--- config.mk ---
export PLATFORM = sky130hd
export DESIGN_NAME = grant_sequencer_flat
export DESIGN_NICKNAME = d
export VERILOG_FILES = /design/src/rtl/grant_sequencer_if.sv /design/src/rtl/grant_sequencer.sv /design/src/flat_wrapper.sv
export SDC_FILE = /design/constraint.sdc
export NUM_CORES = 1
export LEC_CHECK = 0
export CAP_MARGIN = 15
export CORE_MARGIN = 3
export CORE_UTILIZATION = 45
export DETAILED_ROUTE_END_ITERATION = 6
export GPL_TIMING_DRIVEN = 0
export MAX_ROUTING_LAYER = met4
export PLACE_DENSITY = 0.81
export SLEW_MARGIN = 20
export SYNTH_ARGS = -nofsm -noshare
export SYNTH_HDL_FRONTEND = slang
export SYNTH_SLANG_ARGS = --single-unit
--- constraint.sdc ---
create_clock -name clk -period 3.7 [get_ports clk]
set_input_delay 0.555 -clock clk [delete_from_list [all_inputs] [get_ports clk]]
set_output_delay 0.555 -clock clk [all_outputs]
set_load 0.05 [all_outputs]
--- src/rtl/grant_sequencer_if.sv ---
// grant_sequencer_if: request/grant bundle between clients and the grant sequencer.
interface grant_sequencer_if;
    logic [7:0] req;
    logic       done;
    logic [7:0] grant;
    logic [2:0] grant_idx;
    logic       grant_valid;
    logic [7:0] pending;
    logic       timeout;
    modport master (output req, output done, input grant, input grant_idx, input grant_valid, input pending, input timeout);
    modport slave  (input req, input done, output grant, output grant_idx, output grant_valid, output pending, output timeout);
endinterface

--- src/rtl/grant_sequencer.sv ---
// grant_sequencer: latches requests and issues one registered one-hot grant at a time, lowest index first.
// Optional hold watchdog enabled by defining GRANT_TIMEOUT_EN.
module grant_sequencer #(
    parameter int MAX_HOLD = 16
) (
    input logic              clk,
    input logic              rst_n,
    grant_sequencer_if.slave bus
);
    typedef enum logic {IDLE, BUSY} state_t;
    state_t     r_state;
    logic [7:0] r_grant;
    logic [2:0] r_idx;
    logic       r_valid;
    logic [7:0] r_pending;
    logic [7:0] w_sel;
    logic [7:0] w_clr;
    logic [2:0] w_idx;
    if (MAX_HOLD < 2 || MAX_HOLD > 255) begin : g_bad_hold
        $error("MAX_HOLD out of range 2..255");
    end
    assign w_sel = r_pending & (~r_pending + 8'd1);
    assign w_clr = (r_state == IDLE) ? w_sel : 8'd0;
    always_comb begin
        w_idx = 3'd0;
        for (int i = 7; i >= 0; i--)
            if (r_pending[i]) w_idx = 3'(i);
    end
`ifdef GRANT_TIMEOUT_EN
    logic [7:0] r_cnt;
    logic       r_timeout;
    always_ff @(posedge clk) begin
        if (!rst_n) begin
            r_state   <= IDLE;
            r_grant   <= 8'd0;
            r_idx     <= 3'd0;
            r_valid   <= 1'b0;
            r_pending <= 8'd0;
            r_cnt     <= 8'd0;
            r_timeout <= 1'b0;
        end else begin
            r_pending <= (r_pending & ~w_clr) | bus.req;
            r_timeout <= 1'b0;
            if (r_state == IDLE) begin
                if (r_pending != 8'd0) begin
                    r_state <= BUSY;
                    r_grant <= w_sel;
                    r_idx   <= w_idx;
                    r_valid <= 1'b1;
                    r_cnt   <= 8'd0;
                end
            end else if (bus.done || r_cnt == 8'(MAX_HOLD - 1)) begin
                // done wins over the watchdog, so a same-edge release is not a timeout
                r_state   <= IDLE;
                r_grant   <= 8'd0;
                r_idx     <= 3'd0;
                r_valid   <= 1'b0;
                r_timeout <= !bus.done;
            end else begin
                r_cnt <= r_cnt + {7'd0, r_cnt != 8'hFF};
            end
        end
    end
    assign bus.timeout = r_timeout;
`else
    always_ff @(posedge clk) begin
        if (!rst_n) begin
            r_state   <= IDLE;
            r_grant   <= 8'd0;
            r_idx     <= 3'd0;
            r_valid   <= 1'b0;
            r_pending <= 8'd0;
        end else begin
            r_pending <= (r_pending & ~w_clr) | bus.req;
            if (r_state == IDLE) begin
                if (r_pending != 8'd0) begin
                    r_state <= BUSY;
                    r_grant <= w_sel;
                    r_idx   <= w_idx;
                    r_valid <= 1'b1;
                end
            end else if (bus.done) begin
                r_state <= IDLE;
                r_grant <= 8'd0;
                r_idx   <= 3'd0;
                r_valid <= 1'b0;
            end
        end
    end
    assign bus.timeout = 1'b0;
`endif
    assign bus.grant       = r_grant;
    assign bus.grant_idx   = r_idx;
    assign bus.grant_valid = r_valid;
    assign bus.pending     = r_pending;
endmodule

--- src/flat_wrapper.sv ---
// flat-port wrapper written by rule: the top's interface ports become plain ports
module grant_sequencer_flat 
#(
    parameter int MAX_HOLD = 16
)
  (clk, rst_n, bus_req, bus_done, bus_grant, bus_grant_idx, bus_grant_valid, bus_pending, bus_timeout);
  grant_sequencer_if bus_i ();
  input logic clk;
  input logic rst_n;
  input wire logic [$bits(bus_i.req)-1:0] bus_req;
  input wire logic [$bits(bus_i.done)-1:0] bus_done;
  output wire logic [$bits(bus_i.grant)-1:0] bus_grant;
  output wire logic [$bits(bus_i.grant_idx)-1:0] bus_grant_idx;
  output wire logic [$bits(bus_i.grant_valid)-1:0] bus_grant_valid;
  output wire logic [$bits(bus_i.pending)-1:0] bus_pending;
  output wire logic [$bits(bus_i.timeout)-1:0] bus_timeout;
  assign bus_i.req = bus_req;
  assign bus_i.done = bus_done;
  assign bus_grant = bus_i.grant;
  assign bus_grant_idx = bus_i.grant_idx;
  assign bus_grant_valid = bus_i.grant_valid;
  assign bus_pending = bus_i.pending;
  assign bus_timeout = bus_i.timeout;
  grant_sequencer #(.MAX_HOLD(MAX_HOLD)) u_core (.clk(clk), .rst_n(rst_n), .bus(bus_i));
endmodule
Word level (Yosys, flattened, before mapping)
Cells that the tools add are included.
W data, S select, Z words.

operators by class
  $add $sub $neg = 1
  equality and inequality tests = 1
  muxes and demuxes = 21
  bitwise gates (word level) = 5
  reduce and logical (&&, ||, !) cells = 3

operators with widths
  cell                   count
  $mux W3                11
  $mux W8                4
  $and A8 B8 Y8          2
  $not A8 Y8             2
  $add A8 B1 Y8 const B  1
  $or A8 B8 Y8           1
  $reduce_bool A8 Y1     1
  $mux W1                6
  $ne A2 B2 Y1 const B   1
  $reduce_and A2 Y1      1
  $reduce_bool A2 Y1     1

word-level totals
  flip-flop bits (word level) = 21
  input bits = 11
  logic and storage cells = 36

Longest topological paths before layout
Gate-level depths: netlist of run 1.

  word-level depth = 10
  mapped depth = 5
  gate-level depth less buffers = 4

Least setup slack after synthesis of run 1
Ideal clock, no wire load.

  kind = reg-to-reg
  start point = register u_core.r_pending[6] (netlist: u_core.bus.pending[6])
  end point = register u_core.r_idx[0] (netlist: u_core.bus.grant_idx[0])
  setup time = 0.133 ns
  arrival time = 1.490 ns
  data required time = 3.567 ns
  path slack = 2.078 ns
  stages on the path, launching flop included = 5
  path buffers = 0
  cell sequence = dfxtp_1 > and2b_2 > o311a_1 > o211ai_1 > a31oi_1

on the way
  cells in the longest elaborated chain, start to end = 9
  elaborated cells between the ends (all ways) = 12
  classes of those cells = 9 x mux; 3 x reduce/logical

ends and longest elaborated chain
  what                    RTL line               RTL
  start, declared         grant_sequencer.sv:15  logic [7:0] r_pending;
  start signal, assigned  grant_sequencer.sv:74  r_pending <= (r_pending & ~w_clr) | bus.req;
  $mux W3 (7 in a row)    grant_sequencer.sv:27  if (r_pending[i]) w_idx = 3'(i);
  $mux W3                 grant_sequencer.sv:76  if (r_pending != 8'd0) begin
  $mux W3                 grant_sequencer.sv:75  if (r_state == IDLE) begin
  end signal, assigned    grant_sequencer.sv:79  r_idx <= w_idx;
  end, declared           grant_sequencer.sv:13  logic [2:0] r_idx;

Parallel ways exist; a longest one is shown, timed or not. The select of a mux whose other input is x is not followed.
A chain may end at the register's enable or synchronous reset.

Worst setup path after layout of run 1
  start point = register u_core.r_pending[3] (netlist: u_core.bus.pending[3])
  end point = output bus_pending[3]

RTL lines
  what           RTL line            RTL
  end, declared  flat_wrapper.sv:15  output wire logic [$bits(bus_i.pending)-1:0] bus_pending;

No word-level cell between the ends.

==> metrics.md, run 1 <==
| Metric | Value |
|---|---|
| Final hold violation count | `0` |
| Crit-path max cell delay | `870 ps` |
| Share of layout cells above drive strength 1 | `0.1066` |
| Unrepaired setup endpoints after global routing | `no` |
| Crit share post-route | `0.6152` |
| Max clock buf depth | `2` |
| Worst Path Arrival | `1720 ps` |
| Crit Path Class | `flip-flop to output port` |
| Final WL | `2056 um` |
| CTS tree | `yes` |
| Part of the power in registers | `0.516` |
| Die area | `roughly 2500 um2` |
| Final HPWL DP | `1474 um` |
| Net Switching | `164.9 uW` |
| Syn avg cell area | `~9.7 um2` |
| Finished layout cell area | `between 1000 and 1500 um2` |
| Setup bufs post-CTS | `0` |
| Slew Limit Fails | `0` |
| Port Buffers | `30` |
| Initial antenna violation count | `0` |
| Area share of the largest cell type after synthesis | `0.4905` |
| Largest net degree at the start of global routing | `12` |
| Die X-Extent | `49.64 um` |
| Ys flop type | `dfxtp_1` |
| # IOs | `32` |
| Critical path's slowest cell | `clkdlybuf4s50_1` |
| Placed Area | `1189 um2` |
| Via density | `5.408` |
| TritonCTS Buffers | `3` |
| H-tree levels | `1` |
| Total grt overflow | `0` |
| Finish-stage setup viols | `0` |
| Switch share | `0.3324` |
| Leak | `0.4528 nW` |
| Commonest cells post-synth | `dfxtp_1, nor2_1, a32o_1` |
| Max Freq | `439.4 MHz` |
| Worst Tran Pin Value | `510.0 ps` |
| Async S/R FF share, synth | `0` |
| Most frequent cell after synthesis | `dfxtp_1` |
| Wire per inst | `13.99 um` |
| Tot Pwr | `496.0 uW` |
| CP Capture Type | `output port` |
| Synth warn | `0` |
| CP bufs+invs | `1` |
| P_int | `331.1 uW` |
| Post-CTS resize count | `0` |
| CP required | `3140 ps` |
| Sequential area share after synthesis | `0.4905` |
| Setup tns final | `0 ps` |
| Crit path max fanout | `8` |
| CORE AREA | `around 1800 um2` |
| Clk pwr share | `0.221` |
| Hold/Removal Path Class | `flip-flop to flip-flop` |
| Initial Util | `0.4858` |
| Hold_buf cts | `0` |
| First-pass GRT wire length | `3443 um` |
| Number of fill cells | `153` |
| PD cells | `approximately 400 nW/um2` |
| Die Height | `49.64 um` |
| Synthesized instance count | `slightly below 90` |
| Top post-synthesis cells by area | `dfxtp_1, a32o_1, nor2_1` |
| Net Count, Synth | `between 90 and 100` |
| Worst slew margin | `0.6589` |
| Startpoint types | `flip-flop` |
| Row cnt | `15` |
| Routed vias | `795` |
| Status | `finished clean` |
| Crit-path cells | `clkdlybuf4s50_1` |
| Post-synth top area cell | `dfxtp_1` |
| Gpl congestion | `about 0.74` |
| Max_cap viols | `0` |
| CTS Root Cell | `clkbuf_4` |
| Post-synth EDFFs | `0` |
| Final clock skew | `approximately 5.0 ps` |
| Nets@finish | `134` |
| Peak supply drop | `approximately 0.33 mV` |
| Mapped Area | `857.1 um2` |
| Pre-Repair DR Iteration Count | `4` |
| Antenna Nets Post-Route | `0` |
| Min cycle time layout | `~2300 ps` |
| Residual DRC | `0` |
| Clk Latency, worst-skew pair | `around 300 ps` |
| Synth Register Bits | `21` |
| Ant. Diodes | `0` |
| Sink Count | `21` |
| Synth unique cells | `31` |
| Tot GR Track Use | `0.1831` |
| Clock Pin Slew Worst Setup and Hold Paths | `110 ps` |
| Area grow syn2layout | `41.75%` |
| Comb power frac | `0.263` |
| Number of global-route vias before repair | `742` |
| Initial drt markers | `23` |
| Delay-heaviest family, CP | `buffers and inverters` |
[final cells by class]
class / count / area, um2 / area share
well taps: 25 / 31.28 / 0.02575
inverters: 6 / 22.52 / 0.01854
flip-flops and latches: 21 / 420.4 / 0.3460
multi-input cells: 57 / 394.1 / 0.3244
clock buffers: 4 / 26.28 / 0.02163
repair buffers: 30 / 300.3 / 0.2472
plain buffers: 4 / 20.02 / 0.01648
[per-stage QoR]
| stage | hold slack (ps) | worst slack [ps] | util | instances |
|---|---|---|---|---|
| 6_report | 481.0 | 1424 | 0.6887 | 147 |
| 4_1_cts | 489.3 | 1425 | 0.6887 | 147 |
| 5_1_grt | 510.4 | 1362 | 0.6887 | 147 |
| 3_5_place_dp | 460.4 | 1694 | 0.6738 | 143 |
| 3_3_place_gp | 449.1 | 1726 | 0.6738 | 143 |
| 2_1_floorplan | 592.1 | 2078 | - | 88 |
[per-layer routing]
metal | wire length, um | vias up | GRT usage
met1 | 927 | 375 | 0.2345
met5 | 0 | - | -
met4 | 41 | 0 | 0.08295
met3 | 103 | 5 | 0.02417
met2 | 984 | 28 | 0.2863
li1 | - | 387 | -
[worst paths after layout]
check	startpoint	to	slack [ps]	depth (start not counted)
hold / removal	u_core.bus.grant[7]	u_core.bus.grant[7]	480	1
hold reg to reg	u_core.bus.grant[7]	u_core.bus.grant[7]	480	1
setup / recovery	u_core.bus.pending[3]	bus_pending[3]	1420	1
setup reg to reg	u_core.bus.pending[6]	u_core.bus.grant[4]	2130	4
[placed cells by master (no fill, tap or decap), drive strengths merged, types with 2 or more instances in the layout]
master / instances
inv: 6
nand2: 5
nor2b: 2
a32o: 8
o21ai: 4
clkbuf: 6
a21oi: 6
nor4: 3
clkdlybuf4s50: 30
a31oi: 2
dfxtp: 21
o21a: 2
nor2: 11
buf: 2
[power by group through the flow]
stage	Sequential (mW)	Clock [mW]	Combinational, mW
after detailed placement	0.260	0	0.130
final	0.256	0.109	0.131
after global routing	0.258	0.120	0.138
after CTS	0.256	0.110	0.131
after floorplan	0.301	0	0.0435
after global placement	0.259	0	0.128
[flip-flops by register name (all words and copies together), names as in the netlist]
register and count:
u_core.bus.grant 8, u_core.bus.grant_idx 3, u_core.bus.pending 8, u_core.r_state 1, u_core.bus.grant_valid 1
[cells by family after synthesis]
kind of cell | Yosys count | share of synthesized area
flip-flops | 21 | 0.4905
AND/OR/NAND/NOR | 27 | 0.1927
other | 1 | 0.004375
AO/OA/AOI/OAI | 29 | 0.2628
buffers and inverters | 10 | 0.04963
Note: power is estimated with default switching activity, not from simulation.
==> run 2, diff against run 1 <==
--- a/config.mk
+++ b/config.mk
@@ -7,11 +7,11 @@
 export LEC_CHECK = 0
 export CAP_MARGIN = 15
 export CORE_MARGIN = 3
-export CORE_UTILIZATION = 45
+export CORE_UTILIZATION = 42
 export DETAILED_ROUTE_END_ITERATION = 6
 export GPL_TIMING_DRIVEN = 0
 export MAX_ROUTING_LAYER = met4
-export PLACE_DENSITY = 0.81
+export PLACE_DENSITY = 0.77
 export SLEW_MARGIN = 20
 export SYNTH_ARGS = -nofsm -noshare
 export SYNTH_HDL_FRONTEND = slang
==> constraint.sdc (replaced) <==
create_clock -name clk -period 2.34 [get_ports clk]
set_input_delay 0.351 -clock clk [delete_from_list [all_inputs] [get_ports clk]]
set_output_delay 0.351 -clock clk [all_outputs]
set_load 0.05 [all_outputs]
==> run 2 against run 1 <==
  * Critical path depth unchanged
  * Sequential power up 58%
  * Utilization down 2.1 points
  * Cell area unchanged
  * Largest cell class unchanged
  * Via count down 2.5%
  * Non-clock buffer count unchanged
  * Power up 58%
  * Critical endpoint unchanged
  * Count of clock-buffer cells in the layout unchanged
==> metrics.md, run 2 (synthesis results as in run 1) <==
| Metric | Value |
|---|---|
| Status | `finished clean (unchanged)` |
| Setup tns final | `0 ps (unchanged)` |
| Total grt overflow | `0 (unchanged)` |
| Finished layout cell area | `1215 um2 (unchanged)` |
| Via density | `5.272 (was 5.408)` |
| Wire per inst | `13.51 um (was 13.99 um)` |
| TritonCTS Buffers | `3 (unchanged)` |
| Nets@finish | `134 (unchanged)` |
| Number of fill cells | `172 (was 153)` |
| Hold_buf cts | `0 (unchanged)` |
| Sink Count | `21 (unchanged)` |
| CORE AREA | `1821 um2 (was 1764 um2)` |
| Max Freq | `485.0 MHz` |
| Finish-stage setup viols | `0 (unchanged)` |
| Die Height | `51.18 um (was 49.64 um)` |
| Pre-Repair DR Iteration Count | `4 (unchanged)` |
| Initial Util | `0.4708 (was 0.4858)` |
| Area grow syn2layout | `41.75% (unchanged)` |
| Gpl congestion | `0.7786 (was 0.7353)` |
| Die X-Extent | `51.18 um (was 49.64 um)` |
| Min cycle time layout | `2062 ps` |
| Cell Count, Final, Fillers Out | `147 (unchanged)` |
| Crit-path cells | `clkdlybuf4s50_1 (unchanged)` |
| CP bufs+invs | `1 (unchanged)` |
| First-pass GRT wire length | `3415 um (was 3443 um)` |
| Peak supply drop | `0.4385 mV (was 0.3302 mV)` |
| Tot GR Track Use | `0.1822 (was 0.1831)` |
| Largest net degree at the start of global routing | `12 (unchanged)` |
| Final clock skew | `9.631 ps (was 4.965 ps)` |
| Worst Tran Pin Value | `505.6 ps (was 510.0 ps)` |
| Crit share post-route | `0.8811` |
| CP Capture Type | `output port (unchanged)` |
| Most common cell after layout, fill and taps aside | `clkdlybuf4s50_1 (unchanged)` |
| Final HPWL DP | `1484 um (was 1474 um)` |
| Row cnt | `15 (unchanged)` |
| CP required | `1990 ps (was 3140 ps)` |
| Placed Area | `1189 um2 (unchanged)` |
| Clk Latency, worst-skew pair | `310 ps (was 300 ps)` |
| Hold WS | `485.7 ps (was 481.0 ps)` |
| Crit-path max cell delay | `870 ps (about the same)` |
| Share of layout cells above drive strength 1 | `0.1066 (unchanged)` |
| Slew Limit Fails | `0 (unchanged)` |
| Tot Pwr | `784.4 uW (was 496.0 uW)` |
| Critical path's slowest cell | `clkdlybuf4s50_1 (unchanged)` |
| PD cells | `645.6 nW/um2 (was 408.2 nW/um2)` |
| # IOs | `32 (unchanged)` |
| Delay-heaviest family, CP | `buffers and inverters (unchanged)` |
| Max_cap viols | `0 (unchanged)` |
| Final WL | `1986 um (was 2056 um)` |
| Crit Path Class | `flip-flop to output port (unchanged)` |
| CTS tree | `yes (unchanged)` |
| Post-CTS resize count | `0 (unchanged)` |
| Routed vias | `775 (was 795)` |
| Leak | `0.4528 nW (unchanged)` |
| Worst slew margin | `0.6619 (was 0.6589)` |
| Max clock buf depth | `2 (unchanged)` |
| Setup bufs post-CTS | `0 (unchanged)` |
| Worst Path Arrival | `1710 ps (was 1720 ps)` |
| Final hold violation count | `0 (unchanged)` |
| Residual DRC | `0 (unchanged)` |
| Initial antenna violation count | `0 (unchanged)` |
| Initial drt markers | `15 (was 23)` |
| Die area | `2619 um2 (was 2464 um2)` |
| Port Buffers | `30 (unchanged)` |
| Hold/Removal Path Class | `flip-flop to flip-flop (unchanged)` |
| H-tree levels | `1 (unchanged)` |
| Most frequent cells in the layout | `clkdlybuf4s50_1, dfxtp_1, nor2_1 (unchanged)` |
| Startpoint types | `flip-flop (unchanged)` |
| CTS Root Cell | `clkbuf_4 (unchanged)` |
| Ant. Diodes | `0 (unchanged)` |
| Crit path max fanout | `8 (unchanged)` |
| Unrepaired setup endpoints after global routing | `no (unchanged)` |
| Number of global-route vias before repair | `742 (unchanged)` |
| Antenna Nets Post-Route | `0 (unchanged)` |
| Clock Pin Slew Worst Setup and Hold Paths | `120 ps (was 110 ps)` |
| Placed cell count | `143 (unchanged)` |
-- run 2: cell counts in the layout (fill, tap and decap cells not counted) --
Identical to the previous run, type by type.
-- run 2: final cells by class --
class	count	area, um2	area share
plain buffers	4	20.02	0.01648
clock buffers	4	26.28	0.02163
inverters	6	22.52	0.01854
multi-input cells	57	394.1	0.3244
flip-flops and latches	21	420.4	0.3460
well taps	25	31.28	0.02575
repair buffers	30	300.3	0.2472
-- run 2: metal layers --
layer / GRT usage / routed length (um) / vias up
met3: 0.03207 / 111 / 4
met4: 0.09417 / 35 / 0
met5: - / 0 / -
met2: 0.2961 / 972 / 23
met1: 0.2148 / 867 / 360
li1: - / - / 388
-- run 2: path summary, 6_finish.rpt --
kind | startpoint | end | slack (ps) | cells past startpoint
min reg2reg | u_core.bus.grant_idx[2] | u_core.bus.grant_idx[2] | 490 | 2
min | u_core.bus.grant_idx[2] | u_core.bus.grant_idx[2] | 490 | 2
max | u_core.bus.pending[3] | bus_pending[3] | 280 | 1
max reg2reg | u_core.bus.pending[6] | u_core.bus.grant[4] | 770 | 4
-- run 2: power by group --
group	switching, mW	internal (mW)	total, mW	leakage [nW]
clock network	0.110	0.0665	0.176	0.0150
registers	0.0252	0.379	0.404	0.173
logic	0.126	0.0786	0.205	0.265
-- run 2: metrics by stage --
step           utilization  setup slack (ps)
6_report            0.6674             278.1
5_1_grt             0.6674             190.0
4_1_cts             0.6674             287.3
3_5_place_dp        0.6529             536.7
3_3_place_gp        0.6529             543.3
2_1_floorplan            -             717.8
==> run 3, diff against run 2 <==
--- a/config.mk
+++ b/config.mk
@@ -5,9 +5,10 @@
 export SDC_FILE = /design/constraint.sdc
 export NUM_CORES = 1
 export LEC_CHECK = 0
+export ABC_AREA = 1
 export CAP_MARGIN = 15
 export CORE_MARGIN = 3
-export CORE_UTILIZATION = 42
+export CORE_UTILIZATION = 43
 export DETAILED_ROUTE_END_ITERATION = 6
 export GPL_TIMING_DRIVEN = 0
 export MAX_ROUTING_LAYER = met4
==> run 3 against run 2 <==
  * Final cell count rose by 19%
  * Clock skew fell by 5.6 ps
  * Utilization fell by 2.3 points
  * Sequential cell count did not move
  * Wire length fell by 2.1%
  * Cell area rose by 5.1%
  * Area after synthesis rose by 7.0%
  * Global-route usage fell by 0.81 points
  * Critical endpoint is now bus_pending[0]
  * Worst hold slack got worse by 12 ps
  * Die area rose by 4.0%
==> metrics.md, run 3 <==
| Metric | Value |
|---|---|
| Crit path max fanout | `5 (was 8)` |
| Sequential area share after synthesis | `0.4584 (was 0.4905)` |
| Max_cap viols | `0 (unchanged)` |
| H-tree levels | `1 (unchanged)` |
| Register area | `420.4 um2 (unchanged)` |
| CTS Root Cell | `clkbuf_4 (unchanged)` |
| Hold_buf cts | `0 (unchanged)` |
| Ant. Diodes | `0 (unchanged)` |
| Multi-input gate area | `417.9 um2 (was 394.1 um2)` |
| CP bufs+invs | `1 (unchanged)` |
| Post-route setup slack | `347.2 ps (was 278.1 ps)` |
| Clock Pin Slew Worst Setup and Hold Paths | `110 ps (was 120 ps)` |
| Area grow syn2layout | `39.29% (was 41.75%)` |
| Setup bufs post-CTS | `0 (unchanged)` |
| Async S/R FF share, synth | `0 (unchanged)` |
| Delay-heaviest family, CP | `buffers and inverters (unchanged)` |
| CP Capture Type | `output port (unchanged)` |
| Setup tns final | `0 ps (unchanged)` |
| Initial antenna violation count | `0 (unchanged)` |
| Synth warn | `0 (unchanged)` |
| Port Buffers | `30 (unchanged)` |
| Clk Latency, worst-skew pair | `300 ps (was 310 ps)` |
| Final WL | `1945 um (was 1986 um)` |
| Mapped Area | `917.1 um2 (was 857.1 um2)` |
| Final clock skew | `3.987 ps (was 9.631 ps)` |
| Total grt overflow | `0 (unchanged)` |
| Post-synth EDFFs | `0 (unchanged)` |
| Share of layout cells above drive strength 1 | `0.1622 (was 0.1066)` |
| PD cells | `630.3 nW/um2 (was 645.6 nW/um2)` |
| Top post-synthesis cells by area | `dfxtp_1, a21oi_1, nand2_2 (was dfxtp_1, a32o_1, nor2_1)` |
| Syn avg cell area | `8.045 um2 (was 9.739 um2)` |
| Slew Limit Fails | `0 (unchanged)` |
| Leak | `0.5132 nW (was 0.4528 nW)` |
| Crit-path cells | `clkdlybuf4s50_1 (unchanged)` |
| Worst Tran Pin Value | `508.0 ps (was 505.6 ps)` |
| Crit Path Class | `flip-flop to output port (unchanged)` |
| Final HPWL DP | `1473 um (was 1484 um)` |
| Nets@finish | `160 (was 134)` |
| CTS tree | `yes (unchanged)` |
| Row cnt | `16 (was 15)` |
| # IOs | `32 (unchanged)` |
| Synth Register Bits | `21 (unchanged)` |
| Sink Count | `21 (unchanged)` |
| TritonCTS Buffers | `3 (unchanged)` |
| Pre-CTS WS | `610.3 ps (was 536.7 ps)` |
| Startpoint types | `flip-flop (unchanged)` |
| Die area | `2723 um2 (was 2619 um2)` |
| Most frequent cell after synthesis | `dfxtp_1 (unchanged)` |
| Hold/Removal Path Class | `flip-flop to flip-flop (unchanged)` |
| First-pass GRT wire length | `3408 um (was 3415 um)` |
| Routed vias | `827 (was 775)` |
| Most frequent cells in the layout | `clkdlybuf4s50_1, dfxtp_1, a21oi_1 (was clkdlybuf4s50_1, dfxtp_1, nor2_1)` |
| CORE AREA | `1982 um2 (was 1821 um2)` |
| Worst Path Arrival | `1640 ps (was 1710 ps)` |
| Crit-path max cell delay | `860 ps (was 870 ps)` |
| Min cycle time layout | `1993 ps (was 2062 ps)` |
| Tot GR Track Use | `0.1741 (was 0.1822)` |
| Initial drt markers | `10 (was 15)` |
| Largest net degree at the start of global routing | `12 (unchanged)` |
| Synth unique cells | `21 (was 31)` |
| Finish-stage setup viols | `0 (unchanged)` |
| Crit share post-route | `0.8516 (was 0.8811)` |
| Initial Util | `0.4628 (was 0.4708)` |
| Pre-Repair DR Iteration Count | `4 (unchanged)` |
| Net Count, Synth | `125 (was 99)` |
| Gpl congestion | `0.8583 (was 0.7786)` |
| Peak supply drop | `0.4705 mV (was 0.4385 mV)` |
| Area share of the largest cell type after synthesis | `0.4584 (was 0.4905)` |
| Most common cell after layout, fill and taps aside | `clkdlybuf4s50_1 (unchanged)` |
| Final hold violation count | `0 (unchanged)` |
| Ys flop type | `dfxtp_1 (unchanged)` |
| Post-synth top area cell | `dfxtp_1 (unchanged)` |
| Die X-Extent | `52.18 um (was 51.18 um)` |
| Status | `finished clean (unchanged)` |
| Number of fill cells | `188 (was 172)` |
| Residual DRC | `0 (unchanged)` |
| Max Freq | `501.8 MHz (was 485.0 MHz)` |
| Die Height | `52.18 um (was 51.18 um)` |
| Unrepaired setup endpoints after global routing | `no (unchanged)` |
| Antenna Nets Post-Route | `0 (unchanged)` |
| Max clock buf depth | `2 (unchanged)` |
| Wire per inst | `11.11 um (was 13.51 um)` |
| Via density | `4.726 (was 5.272)` |
| Critical path's slowest cell | `clkdlybuf4s50_1 (unchanged)` |
| CP required | `1990 ps (about the same)` |
| Commonest cells post-synth | `dfxtp_1, a21oi_1, nand2_1 (was dfxtp_1, nor2_1, a32o_1)` |
| Post-CTS resize count | `0 (unchanged)` |
| Worst slew margin | `0.6602 (was 0.6619)` |
| Number of global-route vias before repair | `845 (was 742)` |
| Synthesized instance count | `114 (was 88)` |
[run 3: cell count changes after synthesis, sizes merged, moves of 6 or more]
cell	before	now
nand2	5	25
inv	6	13
nand3	0	6
a21oi	6	19
a32o	8	0
nor2	11	17
[run 3: layout make-up]
cell class	count	share of cell area
Buffer	3	0.02057
Clock buffer	4	0.02057
Inverter	14	0.04114
Multi-Input combinational cell	76	0.3271
Sequential cell	21	0.3291
Tap cell	27	0.02644
Timing Repair Buffer	30	0.2351
[run 3: final timing paths]
check,cells after the start,slack (ps),to,start
max,1,350,bus_pending[0],u_core.bus.pending[0]
min reg2reg,2,470,u_core.bus.grant[6],u_core.bus.grant[6]
min,2,470,u_core.bus.grant[6],u_core.bus.grant[6]
max reg2reg,6,1030,u_core.bus.grant[0],u_core.bus.pending[0]
[run 3: cell families (layout without fill, tap and decap cells)]
kind of cell           Yosys count  after routing  share of synthesized area
and+or+nand+nor                 50             50                     0.2851
AOI/OAI and AO/OA               25             25                     0.1665
DFF                             21             21                     0.4584
buffers and inverters           17             51                    0.08593
other                            1              1                   0.004089
[run 3: metrics by stage]
stage	hold slack [ps]	std cells	area (um2)	power, mW	util
floorplan	448.6	114	917.1	0.5674	-
global placement	448.7	171	1251	0.6397	0.6313
detailed placement	455.5	171	1251	0.6434	0.6313
CTS	472.9	175	1277	0.8152	0.6446
global route	488.1	175	1277	0.8437	0.6446
finish	473.4	175	1277	0.8052	0.6446
[run 3: layer usage]
| layer | vias up | wire [um] | track usage |
|---|---|---|---|
| met4 | 0 | 36 | 0.08936 |
| met5 | - | 0 | - |
| met3 | 6 | 111 | 0.02849 |
| met1 | 366 | 853 | 0.1887 |
| li1 | 429 | - | - |
| met2 | 26 | 945 | 0.3054 |
[run 3: power by group]
part           total, mW  internal (mW)  switching (mW)
Combinational      0.229         0.0845           0.144
Sequential         0.405          0.380          0.0250
Clock              0.171         0.0666           0.105
